File: config.mk
export PLATFORM = sky130hd
export DESIGN_NAME = phase_error_detector
export DESIGN_NICKNAME = d
export VERILOG_FILES = /design/src/rtl/adpll_pkg.sv /design/src/rtl/edge_sync.sv /design/src/rtl/phase_error_detector.sv
export SDC_FILE = /design/constraint.sdc
export NUM_CORES = 1
export LEC_CHECK = 0
export ABC_AREA = 1
export BUFFER_PORTS_ARGS = -buffer_cell sky130_fd_sc_hd__buf_4
export CAP_MARGIN = 20
export CORE_AREA = 2 2 62 64
export CTS_CLUSTER_DIAMETER = 80
export DETAILED_ROUTE_END_ITERATION = 10
export DIE_AREA = 0 0 64 66
export GPL_ROUTABILITY_DRIVEN = 1
export GPL_TIMING_DRIVEN = 0
export PLACE_DENSITY = 0.8
export SLEW_MARGIN = 20
export SYNTH_ARGS = -nofsm -noshare
export SYNTH_HDL_FRONTEND = slang
export SYNTH_HIERARCHICAL = 1
export SYNTH_SLANG_ARGS = --single-unit
File: constraint.sdc
create_clock -name gen_clk_i -period 5.2 [get_ports gen_clk_i]
set_input_delay 0.26 -clock gen_clk_i [delete_from_list [all_inputs] [get_ports gen_clk_i]]
set_output_delay 0.26 -clock gen_clk_i [all_outputs]
set_load 0.005 [all_outputs]
File: src/rtl/adpll_pkg.sv
// ============================================================================
// Module  : adpll_pkg
// Brief   : Shared ADPLL types and constants (phase detector / loop filter).
// Revision: 1.0 - initial release
// ============================================================================
`default_nettype none

package adpll_pkg;

  typedef enum logic [1:0] {
    IDLE     = 2'd0,
    REF_LEAD = 2'd1,
    FB_LEAD  = 2'd2
  } pd_state_t;

  // Sign bit of the phase error: feedback lagging is positive (DCO must speed up).
  localparam logic c_sign_fb_lag  = 1'b0;
  localparam logic c_sign_fb_lead = 1'b1;

  function automatic int err_max(input int width);
    return (1 << (width - 1)) - 1;
  endfunction

endpackage

`default_nettype wire

File: src/rtl/edge_sync.sv
// ============================================================================
// Module  : edge_sync
// Brief   : Multi-flop synchronizer with registered one-cycle rising-edge pulse.
// Revision: 1.0 - initial release
// ============================================================================
`default_nettype none

module edge_sync #(
  parameter int SYNC_STAGES = 2
) (
  input  logic clk,
  input  logic rst,
  input  logic i_async,
  output logic o_rise
);

  logic [SYNC_STAGES-1:0] r_sync;
  logic                   r_hist;
  logic                   r_primed;
  logic                   r_low_seen;
  logic                   r_rise;

  // An edge only counts once the input has really been sampled low after reset.
  always_ff @(posedge clk or posedge rst) begin
    if (rst) begin
      r_sync     <= '0;
      r_hist     <= 1'b0;
      r_primed   <= 1'b0;
      r_low_seen <= 1'b0;
      r_rise     <= 1'b0;
    end else begin
      r_sync   <= {r_sync[SYNC_STAGES-2:0], i_async};
      r_hist   <= r_sync[SYNC_STAGES-1];
      r_primed <= 1'b1;
      if (r_primed && !r_sync[0]) begin
        r_low_seen <= 1'b1;
      end
      r_rise <= r_sync[SYNC_STAGES-1] & ~r_hist & r_low_seen;
    end
  end

  assign o_rise = r_rise;

endmodule

`default_nettype wire

File: src/rtl/phase_error_detector.sv
// ============================================================================
// Module  : phase_error_detector
// Brief   : Counting phase detector: signed, saturated ref/fb edge separation.
// Revision: 1.0 - initial release
// ============================================================================
`default_nettype none

module phase_error_detector
  import adpll_pkg::*;
#(
  parameter int ERROR_WIDTH = 8,
  parameter int SYNC_STAGES = 2,
  parameter int LOCK_COUNT  = 16,
  parameter int LOCK_THRESH = 1
) (
  input  logic                   gen_clk_i,
  input  logic                   reset_i,
  input  logic                   ref_clk_i,
  input  logic                   fb_clk_i,
  output logic [ERROR_WIDTH-1:0] error_o,
  output logic                   error_valid_o,
  output logic                   lock_o
);

  localparam int                     c_cnt_w       = ERROR_WIDTH - 1;
  localparam logic [c_cnt_w-1:0]     c_cnt_max     = c_cnt_w'(err_max(ERROR_WIDTH));
  localparam logic [c_cnt_w-1:0]     c_cnt_one     = c_cnt_w'(1);
  localparam logic [c_cnt_w-1:0]     c_lock_thresh = c_cnt_w'(LOCK_THRESH);
  localparam int                     c_lock_w      = $clog2(LOCK_COUNT + 1);
  localparam logic [c_lock_w-1:0]    c_lock_full   = c_lock_w'(LOCK_COUNT);

  logic                   w_ref_rise;
  logic                   w_fb_rise;
  pd_state_t              r_state;
  pd_state_t              w_state_nxt;
  logic [c_cnt_w-1:0]     r_cnt;
  logic [c_cnt_w-1:0]     w_cnt_nxt;
  logic [c_cnt_w-1:0]     w_cnt_inc;
  logic                   w_emit;
  logic [c_cnt_w-1:0]     w_emit_mag;
  logic                   w_emit_sign;
  logic [ERROR_WIDTH-1:0] w_emit_val;
  logic                   w_in_thresh;
  logic [c_lock_w-1:0]    r_lock_cnt;
  logic [c_lock_w-1:0]    w_lock_inc;
  logic [ERROR_WIDTH-1:0] r_error;
  logic                   r_valid;
  logic                   r_lock;

  edge_sync #(.SYNC_STAGES(SYNC_STAGES)) u_ref_sync (
    .clk     (gen_clk_i),
    .rst     (reset_i),
    .i_async (ref_clk_i),
    .o_rise  (w_ref_rise)
  );

  edge_sync #(.SYNC_STAGES(SYNC_STAGES)) u_fb_sync (
    .clk     (gen_clk_i),
    .rst     (reset_i),
    .i_async (fb_clk_i),
    .o_rise  (w_fb_rise)
  );

  assign w_cnt_inc = (r_cnt == c_cnt_max) ? r_cnt : r_cnt + c_cnt_one;

  always_comb begin
    w_state_nxt = r_state;
    w_cnt_nxt   = r_cnt;
    w_emit      = 1'b0;
    w_emit_mag  = '0;
    w_emit_sign = c_sign_fb_lag;
    case (r_state)
      IDLE: begin
        if (w_ref_rise && w_fb_rise) begin
          w_emit = 1'b1;
        end else if (w_ref_rise) begin
          w_state_nxt = REF_LEAD;
          w_cnt_nxt   = c_cnt_one;
        end else if (w_fb_rise) begin
          w_state_nxt = FB_LEAD;
          w_cnt_nxt   = c_cnt_one;
        end
      end
      REF_LEAD: begin
        if (w_fb_rise) begin
          w_emit     = 1'b1;
          w_emit_mag = r_cnt;
          if (w_ref_rise) begin
            w_cnt_nxt = c_cnt_one;
          end else begin
            w_state_nxt = IDLE;
            w_cnt_nxt   = '0;
          end
        end else if (w_ref_rise) begin
          w_emit     = 1'b1;
          w_emit_mag = c_cnt_max;
          w_cnt_nxt  = c_cnt_one;
        end else begin
          w_cnt_nxt = w_cnt_inc;
        end
      end
      FB_LEAD: begin
        w_emit_sign = c_sign_fb_lead;
        if (w_ref_rise) begin
          w_emit     = 1'b1;
          w_emit_mag = r_cnt;
          if (w_fb_rise) begin
            w_cnt_nxt = c_cnt_one;
          end else begin
            w_state_nxt = IDLE;
            w_cnt_nxt   = '0;
          end
        end else if (w_fb_rise) begin
          w_emit     = 1'b1;
          w_emit_mag = c_cnt_max;
          w_cnt_nxt  = c_cnt_one;
        end else begin
          w_cnt_nxt = w_cnt_inc;
        end
      end
      default: begin
        w_state_nxt = IDLE;
        w_cnt_nxt   = '0;
      end
    endcase
  end

  // Magnitude never exceeds ERR_MAX, so the most negative code cannot appear.
  assign w_emit_val  = (w_emit_sign == c_sign_fb_lead) ? ERROR_WIDTH'(0) - {1'b0, w_emit_mag}
                                                       : {1'b0, w_emit_mag};
  assign w_in_thresh = (w_emit_mag <= c_lock_thresh);
  assign w_lock_inc  = r_lock_cnt + c_lock_w'(1);

  always_ff @(posedge gen_clk_i or posedge reset_i) begin
    if (reset_i) begin
      r_state    <= IDLE;
      r_cnt      <= '0;
      r_error    <= '0;
      r_valid    <= 1'b0;
      r_lock     <= 1'b0;
      r_lock_cnt <= '0;
    end else begin
      r_state <= w_state_nxt;
      r_cnt   <= w_cnt_nxt;
      r_valid <= w_emit;
      if (w_emit) begin
        r_error <= w_emit_val;
        if (!w_in_thresh) begin
          r_lock_cnt <= '0;
          r_lock     <= 1'b0;
        end else if (r_lock_cnt != c_lock_full) begin
          r_lock_cnt <= w_lock_inc;
          r_lock     <= (w_lock_inc == c_lock_full);
        end
      end
    end
  end

  assign error_o       = r_error;
  assign error_valid_o = r_valid;
  assign lock_o        = r_lock;

endmodule

`default_nettype wire

# After elaboration in Yosys (flattened, before gate mapping)
# Cells that the tools add are included.
# totals
output_inout_bits	10
elab_cells	82
reg_bits	35
in_bits	4
# op_classes
n_mux	36
n_lt_le_gt_ge	1
n_eq_ne	12
reduce_logical	9
bitwise	6
add_sub_neg	3
# ops
cell	n
2-to-1 mux 7 bit	12
case mux 7 bit (3 select lines)	1
2-to-1 mux 2 bit	7
case mux 7 bit (2 select lines)	1
2-to-1 mux 1 bit	10
2-to-1 mux 5 bit	2
2-to-1 mux 8 bit	1
subtractor 1 x 7 -> 8 bit, first input constant	1
adder 7 x 1 -> 7 bit, second input constant	1
== test 7 bit, second input constant	1
<= comparator 7 x 1 -> 1 bit, second input constant	1
!= test 2 x 1 -> 1 bit, second input constant	3
!= test 2 bit, second input constant	3
case mux 2 bit (3 select lines)	1
AND reduction 6 bit	1
adder 5 x 1 -> 5 bit, second input constant	1
== test 5 bit, second input constant	1
!= test 5 bit, second input constant	1
AND 1 bit	4
AND reduction 2 bit	2
logical AND 1 bit	3
!= test 3 x 1 -> 1 bit, second input constant	1
case mux 1 bit (3 select lines)	1
== test 2 x 1 -> 1 bit, second input constant	1
4 further kinds	6

# Depth between registers and ports, before layout
# depth
ltp_word	6
ltp_mapped	15

# Cells and area by module
# Netlist, hierarchy kept.
# modules_own_cells
mod	cells_each	area_per_inst_um2	n_inst
phase_error_detector	250	1790.5	1
edge_sync	14	182.7	2

# Worst setup path before layout
# OpenSTA, ideal clock, no wires.
# synth_path
kind	flip-flop to flip-flop
start	register r_state[1]
end	register r_lock_cnt[2]
t_required_ps	5082
t_arrival_ps	1714
synth_period_minus_slack_ps	1832
slack_ps	3368
path_buffers	0
path_stages_with_launch	15
path_cell_list	dfrtp_1 -> inv_1 -> ha_1 -> o21ai_2 -> inv_2 -> nand2_2 -> ha_1 -> inv_1 -> nor2_1 -> nand2_1 -> nand2_4 -> nand2_4 -> nand2_4 -> nand2_1 -> nand2_1
# synth_via
elab_chain_len	5
# synth_lines
item	line_no	source
from (decl)	phase_error_detector.sv:34	pd_state_t r_state;
from (signal assigned)	phase_error_detector.sv:143	r_state <= w_state_nxt;
== test 2 bit or == test 2 x 1 -> 1 bit (tied branches)	phase_error_detector.sv:72	case (r_state)
case mux 7 bit (2 select lines)	phase_error_detector.sv:72	
<= comparator 7 x 1 -> 1 bit	phase_error_detector.sv:131	assign w_in_thresh = (w_emit_mag <= c_lock_thresh);
!= test 2 x 1 -> 1 bit (no source line)	--	
AND reduction 2 bit (no source line)	--	
to (signal assigned)	phase_error_detector.sv:152	r_lock_cnt <= w_lock_inc;
to (decl)	phase_error_detector.sv:44	logic [c_lock_w-1:0] r_lock_cnt;
# Several ways; a longest one is shown, not always the timed one.
# A chain may end at the register's enable or synchronous reset.

# Final worst setup path
# layout_path
start	register r_state[0]
end	register r_lock_cnt[0]
# layout_via
elab_chain_len	5
# layout_lines
item	line_no	source
== test 2 bit or == test 2 x 1 -> 1 bit (tied branches)	phase_error_detector.sv:72	
case mux 7 bit (2 select lines) (*)	phase_error_detector.sv:72	
via w_emit_mag[0]	phase_error_detector.sv:40	logic [c_cnt_w-1:0] w_emit_mag;
<= comparator 7 x 1 -> 1 bit (*)	phase_error_detector.sv:131	
!= test 2 x 1 -> 1 bit (no source line)	--	
AND reduction 2 bit (no source line)	--	
# Mark *: on every way through the listed nets, which the timed path passes. The rest lies on a longest branch.

==> impl_metrics.ini <==
[run_status]
outcome = completed

[worst_hold_path]
holdCritPathClass = reg -> reg
holdPathStages = 0

[die]
core_area_um2 = 3550
die-width_um = 64
num_rows = 22
num_io_pins = 14
initial_utilization = 0.607
die_h_um = 66
dieArea_um2 = 4220

[finish]
n_antenna_cell = 0
n_fill_cell = 287
final_area_um2 = 2440
multi_input_area_um2 = 1050
fin_nets = 316
area_growth_syn_to_layout_pct = 13.1
regArea_um2 = 901
drive_gt1_frac = 0.189

[timing]
period_needed_ns = 2.10
hold_viol = 0
fin_hold_ws_ns = 0.382
worst_pin_slew_ns = 0.901
rsz0062_at_grt = no
slew_headroom = 0.399
setup_viol = 0
slew_violations = 0
fin_crit_sh = 0.403
clock.fmax_ghz = 0.477
fin_setup_tns_ns = 0
fin_worst_skew_ns = 0.00442

[worst_setup_path]
worst-path-stages = 14
crit_buf_inv = 3
crit_arrival_ns = 2.38
critPathCaptureType = flop
required_ns = 5.48
reg2regPathDepth = 14
worstSetupStartpointType = flop
critPathSlowestCell = dfrtp_1
worstPathCellList = inv_1, ha_1, clkbuf_2, o21ai_1, a21oi_2, ha_1, inv_1, nor2_1, nand2_1, nand2_4, nand2_4, nand2_4, nand2_1, nand2_1
critPathKind = reg -> reg
critPathMaxStageDelay_ns = 0.41
path_max_fanout = 8
crit_family = simple AND/OR/NAND/NOR gates

[placed_design]
gp_congestion = 0.870
dpl.hpwl_mm = 2.88
place_area_um2 = 2310
numPortBuffers = 13

[cts]
clock_latency_ns = 0.34
cts_tree = built
cts-buffers-inserted = 5
cts.sinks = 36
clockBufferDepth = 2
cts_max_level = 2
root_buffer = clkbuf_4
path_clk_slew_ns = 0.10

[detailed_routing]
ant_nets = 0
firstDrtPassIters = 4
vias = 1753
drt_iter0_markers = 86
remaining_drc_errors = 0
totalWireLength_mm = 3.85
routed_via_density = 5.01
wl_per_cell_um = 11.0

[logic_synthesis]
synth_edf_count = 0
synth.most_common_cell = nand2_1
synth_area_leader_cell = dfrtp_1
synthCells = 278
ys_seq_elements = 36
syn-cell-area_um2 = 2160
ys.warnings.count = 6
synth_commonest_cells = nand2_1, inv_1, dfrtp_1
ys.flop_type = dfrtp_1
syn_area_per_cell_um2 = 7.75
synth_cell_type_count = 30
ys_async_sr_fraction = 1.00
ys_seq_area_frac = 0.418
synth_area_leaders = dfrtp_1, nand2_1, inv_1
synth_top_area_frac = 0.418
syn-num-nets = 293

[power_and_ir_drop]
leakage_uw = 0.00135
power_density_nw_per_um2 = 469
fin_total_pwr_uw = 1140
ir_drop_v = 0.000310

[flow_run]
maxCapViolations = 0

[global_routing]
grt_max_degree = 25
grt_util_all_layers = 0.209
overflow = 0
grt_pass1_wl_mm = 6.96
antenna_found_initial = 0
grt_pass1_vias = 1728
[per-stage QoR]
step	setup WS, ns	std cells	utilization
final	3.10	350	0.687
after global routing	2.91	350	0.687
after CTS	3.10	348	0.681
after detailed placement	3.12	339	0.652
after global placement	3.19	339	0.652
after floorplan	3.37	278	-
[what timing repair did]
| action | in CTS | in global routing |
|---|---|---|
| endpoints found under the hold margin | 12 | 2 |
| hold buffers | 1 | 2 |
| gates resized for setup | 0 | 0 |
| setup buffers | 0 | 0 |
[worst register-to-register path, delay by kind of cell (launching register included)]
kind | cells | cell delay (ns)
compound gates | 2 | 0.35
flops | 1 | 0.41
buf+inv | 3 | 0.36
fa+ha+maj | 2 | 0.34
simple gates | 7 | 0.57
[report_power, final]
part / total (uW) / internal, uW / leakage, uW / switching (uW)
sequential: 378 / 333 / 0.000459 / 45.2
clock: 217 / 128 / 0.0000515 / 89.4
combinational: 547 / 202 / 0.000835 / 346
[layout make-up]
type                       count  area share
multi-input combinational    194       0.433
sequential                    36       0.369
inverter                      41      0.0631
timing repair buffer          16      0.0523
clock buffer                   7      0.0267
tap                           48      0.0246
buffer                         7      0.0190
clock inverter                 1      0.0123
[worst paths after layout]
kind,start,endpoint,slack (ns)
setup reg to reg,r_state[0]$_DFFE_PP0P_,r_lock_cnt[0]$_DFFE_PP0P_,3.10
setup / recovery,r_state[0]$_DFFE_PP0P_,r_lock_cnt[0]$_DFFE_PP0P_,3.10
min in group asynchronous,reset_i,u_fb_sync/r_sync[0]$_DFF_PP0_,0.40
max in group asynchronous,reset_i,r_state[1]$_DFFE_PP0P_,3.96
hold reg to reg,u_fb_sync/r_sync[1]$_DFF_PP0_,u_fb_sync/r_hist$_DFF_PP0_,0.38
hold / removal,u_fb_sync/r_sync[1]$_DFF_PP0_,u_fb_sync/r_hist$_DFF_PP0_,0.38
[cells by family after synthesis]
kind of cell / share of synthesized area
DFF: 0.418
buffers and inverters: 0.0929
other: 0.00348
and+or+nand+nor: 0.333
AOI/OAI and AO/OA: 0.0691
adders and majority gates: 0.0638
xor gates and xnor gates: 0.0203
[sequential cells by signal, summed over array words and instances, names as in the netlist]
signal / count
u_fb_sync/r_hist: 1
error_valid_o: 1
u_fb_sync/o_rise: 1
error_o: 8
u_ref_sync/r_sync: 2
u_fb_sync/r_primed: 1
r_cnt: 7
u_ref_sync/r_low_seen: 1
u_ref_sync/o_rise: 1
u_ref_sync/r_primed: 1
r_lock_cnt: 5
r_state: 2
u_fb_sync/r_low_seen: 1
u_ref_sync/r_hist: 1
lock_o: 1
u_fb_sync/r_sync: 2
[routing by layer]
metal,vias up,global-route usage,wire [um],part of all wire
li1,911,-,-,-
met1,801,0.250,1800,0.47
met2,32,0.370,1850,0.48
met3,9,0.0511,132,0.034
met4,0,0.0652,65,0.017
met5,-,0,0,0
[layout by cell type, fill, tap and decap left out, types with 6 or more instances in the layout]
cell type / count
dfrtp_1: 36
a21oi_1: 7
nor2_1: 12
nand2_2: 7
buf_4: 15
o21ai_0: 12
nand2_1: 89
ha_1: 11
nand4_1: 9
nand2_4: 6
inv_1: 39
nand3_1: 13
Power figures use the tool's default switching activity.
